[src/rtl/calc_rr_scheduler.sv]
// Round-robin scheduler sharing one queue calculator among N_REQ requesters.
// Latency: req->ack = 3+SETTLE_CYCLES cycles from idle; one op in flight at a time.
// Backpressure: requesters hold req/operands until ack; losers wait in round-robin order.
// Optional: define CALC_LOCK_EN so a winner asserting req_lock keeps the calculator.
module calc_rr_scheduler #(
  parameter int N_REQ         = 4,
  parameter int DATA_W        = 8,
  parameter int SETTLE_CYCLES = 1
) (
  input  logic                    clk,
  input  logic                    rst,
  input  logic [N_REQ-1:0]        req,
  input  logic [N_REQ*DATA_W-1:0] req_in,
  input  logic [N_REQ*3-1:0]      req_op,
  input  logic [N_REQ-1:0]        req_lock,
  output logic [N_REQ-1:0]        grant,
  output logic [N_REQ-1:0]        ack,
  output logic [DATA_W-1:0]       rsp_data,
  output logic                    rsp_empty,
  output logic                    rsp_err,
  output logic [DATA_W-1:0]       calc_in,
  output logic [2:0]              calc_op,
  output logic                    calc_apply,
  input  logic [DATA_W-1:0]       calc_tail,
  input  logic                    calc_empty,
  input  logic                    calc_valid
);

  localparam int IDX_W = $clog2(N_REQ);

  typedef enum logic [1:0] {S_IDLE, S_ISSUE, S_SETTLE, S_RESP} state_t;

  state_t            state, state_nxt;
  logic [IDX_W-1:0]  ptr;         // last round-robin winner
  logic [IDX_W-1:0]  owner;       // requester currently holding the calculator
  logic [3:0]        settle_cnt;
  logic              rr_hit;
  logic [IDX_W-1:0]  rr_idx;
  logic              win_hit;
  logic [IDX_W-1:0]  win_idx;
  logic              win_rr;      // winner came from round-robin, so ptr moves
  logic [N_REQ-1:0]  win_oh;
  logic [DATA_W-1:0] win_in;
  logic [2:0]        win_op;

  // Round-robin pick: first requester after ptr, wrapping around
  always_comb begin
    rr_hit = 1'b0;
    rr_idx = '0;
    for (int k = 1; k <= N_REQ; k++) begin
      for (int i = 0; i < N_REQ; i++) begin
        if (!rr_hit && req[i] &&
            ((int'(ptr) + k == i) || (int'(ptr) + k == i + N_REQ))) begin
          rr_hit = 1'b1;
          rr_idx = IDX_W'(i);
        end
      end
    end
  end

`ifdef CALC_LOCK_EN
  logic lock_q;
  logic lock_hit;

  assign lock_hit = lock_q && req[owner];
  assign win_hit  = lock_hit || rr_hit;
  assign win_idx  = lock_hit ? owner : rr_idx;
  assign win_rr   = !lock_hit;

  // Lock request sampled at completion; consumed by the next grant decision
  always_ff @(posedge clk or posedge rst) begin
    if (rst) begin
      lock_q <= 1'b0;
    end else if (state == S_RESP) begin
      lock_q <= req_lock[owner];
    end else if (state == S_IDLE && win_hit) begin
      lock_q <= 1'b0;
    end
  end
`else
  logic unused_lock;

  assign unused_lock = ^req_lock;
  assign win_hit     = rr_hit;
  assign win_idx     = rr_idx;
  assign win_rr      = 1'b1;
`endif

  // Steer the winner's operand/opcode and build its one-hot grant
  always_comb begin
    win_in = '0;
    win_op = '0;
    win_oh = '0;
    for (int i = 0; i < N_REQ; i++) begin
      if (win_idx == IDX_W'(i)) begin
        win_in    = req_in[i*DATA_W +: DATA_W];
        win_op    = req_op[i*3 +: 3];
        win_oh[i] = 1'b1;
      end
    end
  end

  // State register
  always_ff @(posedge clk or posedge rst) begin
    if (rst) state <= S_IDLE;
    else     state <= state_nxt;
  end

  // Next-state: issue, settle for SETTLE_CYCLES, respond, back to idle
  always_comb begin
    state_nxt = state;
    case (state)
      S_IDLE:   if (win_hit) state_nxt = S_ISSUE;
      S_ISSUE:  state_nxt = S_SETTLE;
      S_SETTLE: if (settle_cnt == 4'(SETTLE_CYCLES - 1)) state_nxt = S_RESP;
      S_RESP:   state_nxt = S_IDLE;
      default:  state_nxt = S_IDLE;
    endcase
  end

  // Apply pulse exists only in ISSUE
  always_comb begin
    calc_apply = (state == S_ISSUE);
  end

  // Datapath: latch winner at grant, capture results and pulse ack at completion
  always_ff @(posedge clk or posedge rst) begin
    if (rst) begin
      ptr        <= IDX_W'(N_REQ - 1);
      owner      <= '0;
      grant      <= '0;
      ack        <= '0;
      rsp_data   <= '0;
      rsp_empty  <= 1'b0;
      rsp_err    <= 1'b0;
      calc_in    <= '0;
      calc_op    <= '0;
      settle_cnt <= '0;
    end else begin
      ack <= '0;
      case (state)
        S_IDLE: begin
          settle_cnt <= '0;
          if (win_hit) begin
            calc_in <= win_in;
            calc_op <= win_op;
            grant   <= win_oh;
            owner   <= win_idx;
            if (win_rr) ptr <= win_idx;
          end
        end
        S_SETTLE: settle_cnt <= settle_cnt + 4'd1;
        S_RESP: begin
          ack       <= grant;
          rsp_data  <= calc_tail;
          rsp_empty <= calc_empty;
          rsp_err   <= ~calc_valid;
          grant     <= '0;
        end
        default: ;
      endcase
    end
  end

endmodule

[config.mk]
export PLATFORM = sky130hd
export DESIGN_NAME = calc_rr_scheduler
export DESIGN_NICKNAME = d
export VERILOG_FILES = /design/src/rtl/calc_rr_scheduler.sv
export SDC_FILE = /design/constraint.sdc
export NUM_CORES = 1
export LEC_CHECK = 0
export BUFFER_PORTS_ARGS = -buffer_cell sky130_fd_sc_hd__buf_4
export CAP_MARGIN = 20
export CORE_MARGIN = 4
export CORE_UTILIZATION = 48
export CTS_BUF_LIST = sky130_fd_sc_hd__clkbuf_16
export DETAILED_ROUTE_END_ITERATION = 8
export PLACE_DENSITY = 0.8
export SYNTH_ARGS = -nofsm -noshare
export SYNTH_HDL_FRONTEND = slang
export SYNTH_SLANG_ARGS = --single-unit
[constraint.sdc]
create_clock -name clk -period 2.3 [get_ports clk]
set_input_delay 0.23 -clock clk [delete_from_list [all_inputs] [get_ports clk]]
set_output_delay 0.23 -clock clk [all_outputs]
set_load 0.1 [all_outputs]
==> results of run 1 <==
layout make-up:
cell class                 count  area, um^2
clock buffer                   5       125.1
clock inverter                 3       17.52
fill                         346        1418
inverter                       6       22.52
multi-input combinational    141        1177
sequential                    37       928.4
tap                           52       65.06
timing repair buffer          92       690.7
worst max-delay path, stage by stage (launching register included):
cell and delay (ps):
dfstp_2 530, and2b_4 210, o21ai_4 310, nand3_4 280, mux2_2 370, o21ai_1 110
synthesized netlist by cell type, types with 2 or more instances:
master     instances  area, um^2
nand4_1           10       62.56
mux2_2            12       135.1
a21oi_1            3       15.01
clkbuf_8           3       41.29
dfstp_2            2       52.55
o31ai_1           10       75.07
ha_1               6       75.07
o21ai_1            6       30.03
mux2i_1           14       140.1
buf_6              5       56.30
o21ai_0            5       25.02
o211ai_2           8       100.1
clkbuf_1           3       11.26
nand2_1           22       82.58
a21bo_4            8       130.1
o21a_1             2       15.01
and2_1             4       25.02
nor2_1             7       26.28
a22oi_1            2       15.01
a2bb2oi_1          2       17.52
dfrtp_1           35       875.8
inv_1              6       22.52
cell families after synthesis:
kind of cell               count (synthesis)
and+or+nand+nor                           56
DFF                                       37
buffers and inverters                     17
AOI/OAI and AO/OA                         53
adders and majority gates                  6
muxes                                     26
state kept, by name (all words and copies together) (netlist names):
register / count
calc_in: 8
rsp_data: 8
ack: 4
grant: 4
settle_cnt: 4
calc_op: 3
ptr: 2
state: 2
rsp_empty: 1
rsp_err: 1
cells in the final DEF (no fill, tap or decap), types with 2 or more instances in the layout:
cell type,count
buf_4,92
dfrtp_1,35
nand2_1,22
mux2i_1,14
mux2_2,12
nand4_1,10
o31ai_1,10
a21bo_4,8
o211ai_2,8
nor2_1,7
inv_1,6
o21ai_1,6
ha_1,6
o21ai_0,5
clkbuf_16,5
and2_1,4
a21oi_1,3
o21a_1,2
a22oi_1,2
a2bb2oi_1,2
clkinv_2,2
dfstp_2,2
how the worst min path moves through the flow:
stage	startpoint	to	slack, ps	depth (start not counted)
floorplan	calc_valid	rsp_err$_DFFE_PP0P_	320	1
global placement	rst	rsp_err$_DFFE_PP0P_	370	3
detailed placement	rst	rsp_data[4]$_DFFE_PP0P_	380	3
CTS	rst	calc_op[0]$_DFFE_PP0P_	90	3
global route	calc_valid	rsp_err$_DFFE_PP0P_	120	2
finish	rst	rsp_data[4]$_DFFE_PP0P_	70	3
per-layer routing:
metal,vias to the layer above,part of all wire,track usage
met2,71,0.49,0.3102
li1,888,-,-
met5,-,0,0
met1,844,0.41,0.2038
met4,0,0.0047,0.03804
met3,2,0.087,0.06265
stage by stage:
stage / std cells / cell area [um^2] / worst slack [ps] / hold WS, ps
CTS: 336 / 3027 / 390.0 / 89.13
detailed placement: 328 / 2884 / 401.8 / 381.4
global route: 336 / 3027 / 297.0 / 121.3
global placement: 328 / 2884 / 412.8 / 369.6
floorplan: 195 / 2237 / 644.3 / 319.1
finish: 336 / 3027 / 404.8 / 71.84
==> run summary, run 1 <==
Register bit total from synthesis: 37. TritonCTS built the clock tree. The final weighted congestion of routability-driven global placement was 0.7962; the highest attainable clock frequency was 527.7 MHz. The proportion of layout cells with a drive suffix above 1 came out at 0.5070. The post-CTS resize count is 0, and the final period demand of the worst path is 1895 ps. Row count: 24.

Across the run, the number of max-cap violations was 0. The number of endpoints failing setup at the final stage is 0. The H-tree depth was 2; the starting utilization of the core area was 0.5034. The xor and xnor area share after synthesis is 0.

In this run the critical register-to-register path is captured at calc_op[2]$_DFFE_PP0P_. The tree built by TritonCTS fans out to 37 sinks. Synthesis produced a netlist with a net count of 265.

The run finished with clean final reports. Once detailed placement completed, the half-perimeter wirelength came to 3841 um. Adding up every negative setup slack in the final design gives 0 ps. The clock passes through at most 2 buffers. Entering global routing, the biggest net connects 38 pins. In this run the worst hold path is classified as in -> async. At the pin with the least slew margin, the transition time is 529.7 ps. The number of antenna violations at the first check in global routing was 0; the core area was 0.004444 mm^2.

The layout overhead on the synthesized area is 35.29%. Setup repair after global routing left no endpoint under its margin. The sequential element share of the synthesized area is 0.4150. The floorplan step defined a die boundary enclosing 0.005817 mm^2. The critical path ends at calc_op[2]$_DFFE_PP0P_. The core utilization of the finished layout was 0.6810; the number of cell instances on the worst register-to-register path was 5.

The count of mapped cells out of synthesis came out at 195. The Yosys step of the flow raised 0 warnings. For this block, the initial DRC count from the detailed router was 58.

The count of endpoints failing hold in the final timing report came out at 0. The number of I/O port buffers was 89; the total setup buffers inserted after CTS was 0. In the routed layout, each cell is associated on average with a via count of 5.372. The clock reaches the later pin of the worst-skew pair after 270 ps. The tools report the startpoint type of the worst setup path as a flop. The run gives 94 as the total I/O pin count. The simple-gate portion of the synthesized area was 0.1426. After synthesis, the largest family of logic cells by area is compound AO/OA/AOI/OAI gates. Before antenna repair, the detailed router went through 4 iterations.

The post-synthesis compound-gate area fraction was 0.2271. The run gives 0.002237 mm^2 as the synthesized area. The global-route wire length before repair was 8493 um. The number of CTS-inserted buffers is 5. The routed layout has 1805 vias. The setup path with the least slack is of type reg -> reg. The worst path required time is 2500 ps. The global router's overall resource usage was 0.1756; the post-route fraction of the period consumed by the critical path was 0.8240.

The tools report the total count of max-transition violations in the final report as 0. The launching element of the worst setup path was ptr[0]$_DFFE_PP1P_. Once detail routing completed, the nets flagged for antenna violations numbered 0. Worst-path maximum fanout: 13. The nature of the critical path endpoint was a flop. The tree is rooted in a clkbuf_16. Measured along the y axis, the die boundary spans 76.27 um. After clock tree synthesis, the flow added hold-fix buffers numbering 0. Across all register-to-register paths, the minimum setup slack is 400 ps.

After detailed routing, the total wire length is 5104 um. The post-synthesis share of cell area spent on full adders, half adders and majority gates is 0.03356. The die width works out to 76.27 um. The post-synthesis async set-or-reset flop share was 1.000. The final worst clock skew is 5.262 ps, and the count of unresolved DRC violations after routing is 0.

The share of cell area taken by muxes after synthesis is 0.1230, and the count of unique library cells instantiated by Yosys is 42. The startpoint identified for the worst register-to-register timing path is ptr[0]$_DFFE_PP1P_. The final layout net count is 353, and the number of synthesized flops with an enable pin is 0. The headroom to the max-slew limit was 0.6468; the antenna diode instance count was 0. The clock-pin slew on the worst setup and hold paths was 60 ps; the via count of the first global-routing pass was 1815.

STA puts the critical path data arrival time at 2100 ps. The average instance area after synthesis came out at 11.47 um^2. The run gives 0 as the total congestion overflow. Main flop type after synthesis: dfrtp_1.

Dividing the detail-routed wire length by the instance count gives 15.19 um.
Power of run 1 is not shown: default switching activity piles up to over one toggle a cycle in this logic, so the estimate is an artifact.
==> inputs of run 2 (changes only) <==
- clock period: 2.3 -> 1.85 ns (I/O delays scaled with it)
==> run 2 against run 1 <==
Net effect: the flow now finishes with violations (hold timing); final area grew 3.0%; sequential share of layout area fell by 0.89 points; setup slack worse by 290 ps; core utilization up 2.0 points; maximum frequency up 9.1%; count of clock-buffer cells in the layout is the same; clock skew about the same; die area unchanged; via count increased by 2.5%; global-route usage up 1.2 points; highest routed layer unchanged.
==> run summary, run 2 (synthesis gave the netlist of run 1 again) <==
The run finished, with violations left. The final reports fail on hold timing. Compared with the post-synthesis result, the final layout area differs by 39.32%. The final layout contains routed wiring with a total length of 5340 um. The run gives 1934 as the via count of the first global-routing pass. Most frequent standard cell in the layout excluding fill and tap cells: buf_4. Once the clock tree was built, the resizer swapped 0 gates to a different size. Setup repair after global routing left no endpoint under its margin. In this run the vertical extent of the chip is 76.27 um. The tree built by TritonCTS fans out to 37 sinks. The worst setup path is captured at a flop. The largest net degree at the start of global routing came out at 25.

The critical path goes through and2b_4 -> o21a_2 -> o31ai_1 -> a21bo_4 -> o211ai_2. For this run the aggregate overflow at the end of global routing stands at 0. Timing would allow up to 575.7 MHz.

STA classifies the critical path startpoint as a flop. For the worst-skew pair, the clock arrives at the later sink with an insertion delay of 280 ps. The logs give 3968 um for the post-DP HPWL and 0.5034 for the starting utilization of the core area. The core region is 0.004444 mm^2. The worst stage delay on the critical path came out at 540 ps. The type of the worst min-delay path is in -> async. Adding up every negative setup slack in the final design gives 0 ps.

The number of antenna violations at the first check in global routing came out at 0. The count of endpoints failing hold in the final timing report is 12. 94 I/O pins were placed. Proportion of layout cells with a drive suffix above 1: 0.5241. TritonCTS built the clock tree. The die width works out to 76.27 um. The clock-pin slew on the worst setup and hold paths is 60 ps, and the global router's overall resource usage is 0.1877. In this run, post-CTS hold repair placed 0 buffers. The count of nets left with antenna violations once routing finished came out at 0.

The deepest clock path buffer count is 2, and the final layout net count is 359. The critical path is of the reg -> reg type. In this run, the number of DRC markers left after iteration 0 of detailed routing was 90. Between clock sinks in the finished design, the worst skew comes to 5.395 ps. The transition at the pin with the smallest max-transition slack works out to 607.6 ps. Data on the critical path is required at its endpoint by 2010 ps.

The clock root buffer master was clkbuf_16. The post-route fraction of the period consumed by the critical path works out to 0.9390. Across the run, the number of max-cap violations was 0. For this block, the via count after detailed routing is 1851. Buffers inserted during clock tree synthesis total 5. The congestion estimate from routability-driven global placement came to 0.7979. The first global-routing pass estimated 8921 um of wire. The tools report the headroom to the max-slew limit as 0.5945. The per-cell via count in the routed design was 5.412. Standard cell with the maximum stage delay on the critical path: dfstp_2.

The top cell types in the final layout, fill and taps aside, are buf_4 (97), dfrtp_1 (35), nand2_1 (22), mux2i_1 (14), mux2_2 (12). Buffers added to address setup during post-CTS repair amount to 0. The repair_antennas step left the layout with diodes totalling 0.

The worst-path maximum fanout was 10. The smallest clock period supported by the final layout is computed as 1737 ps. The total count of max-transition violations in the final report was 0; the detailed-route wire length per cell was 15.61 um. Before antenna repair, the detailed router went through 4 iterations.

The number of endpoints failing setup at the final stage was 0. The number of I/O port buffers is 89, and the H-tree depth is 2. In this run the core area contains 24 standard-cell rows. STA puts the critical path data arrival time at 1900 ps. The smallest hold slack is -25.30 ps, and the area of the die is 0.005817 mm^2.

The largest registers in the layout are calc_in x8, rsp_data x8. The number of cell instances on the worst register-to-register path works out to 5. The tools report the count of unresolved DRC violations after routing as 0.
[run 2: critical path, delay by kind of cell, from the launching register on]
family             cells  cell delay (ps)
and+or+nand+nor        1              210
AOI/OAI and AO/OA      4              870
DFF                    1              540
[run 2: area by class of cell]
| type | instances | area (um^2) |
|---|---|---|
| multi-input combinational | 141 | 1181 |
| timing repair buffer | 98 | 748.2 |
| tap | 52 | 65.06 |
| inverter | 6 | 22.52 |
| clock inverter | 3 | 46.29 |
| sequential | 37 | 928.4 |
| fill | 361 | 1328 |
| clock buffer | 5 | 125.1 |
[run 2: per-stage QoR]
stage                     area [um^2]  std cells  setup WS, ps  utilization
after floorplan                  2237        195         194.3            -
after global placement           2942        334         103.6       0.6619
after detailed placement         2942        334         77.58       0.6619
after CTS                        3113        342         58.00       0.7005
after global routing             3117        342         47.77       0.7013
final                            3117        342         112.9       0.7013
[run 2: worst paths after layout]
path | start | end | slack (ps)
setup / recovery | ptr[0]$_DFFE_PP1P_ | calc_in[1]$_DFFE_PP0P_ | 110
hold / removal | rst | rsp_err$_DFFE_PP0P_ | -30
setup reg to reg | ptr[0]$_DFFE_PP1P_ | calc_in[1]$_DFFE_PP0P_ | 110
hold reg to reg | settle_cnt[3]$_DFFE_PP0P_ | settle_cnt[3]$_DFFE_PP0P_ | 470
max in group asynchronous | rst | ptr[0]$_DFFE_PP1P_ | 1270
min in group clk | calc_valid | rsp_err$_DFFE_PP0P_ | 70
[run 2: per-layer routing]
layer | part of all wire | up-vias | track usage
met1 | 0.42 | 872 | 0.2266
li1 | - | 898 | -
met4 | 0.016 | 0 | 0.06703
met2 | 0.49 | 71 | 0.3146
met5 | 0 | - | 0
met3 | 0.073 | 10 | 0.05910
Power of run 2 is left out for the same reason.
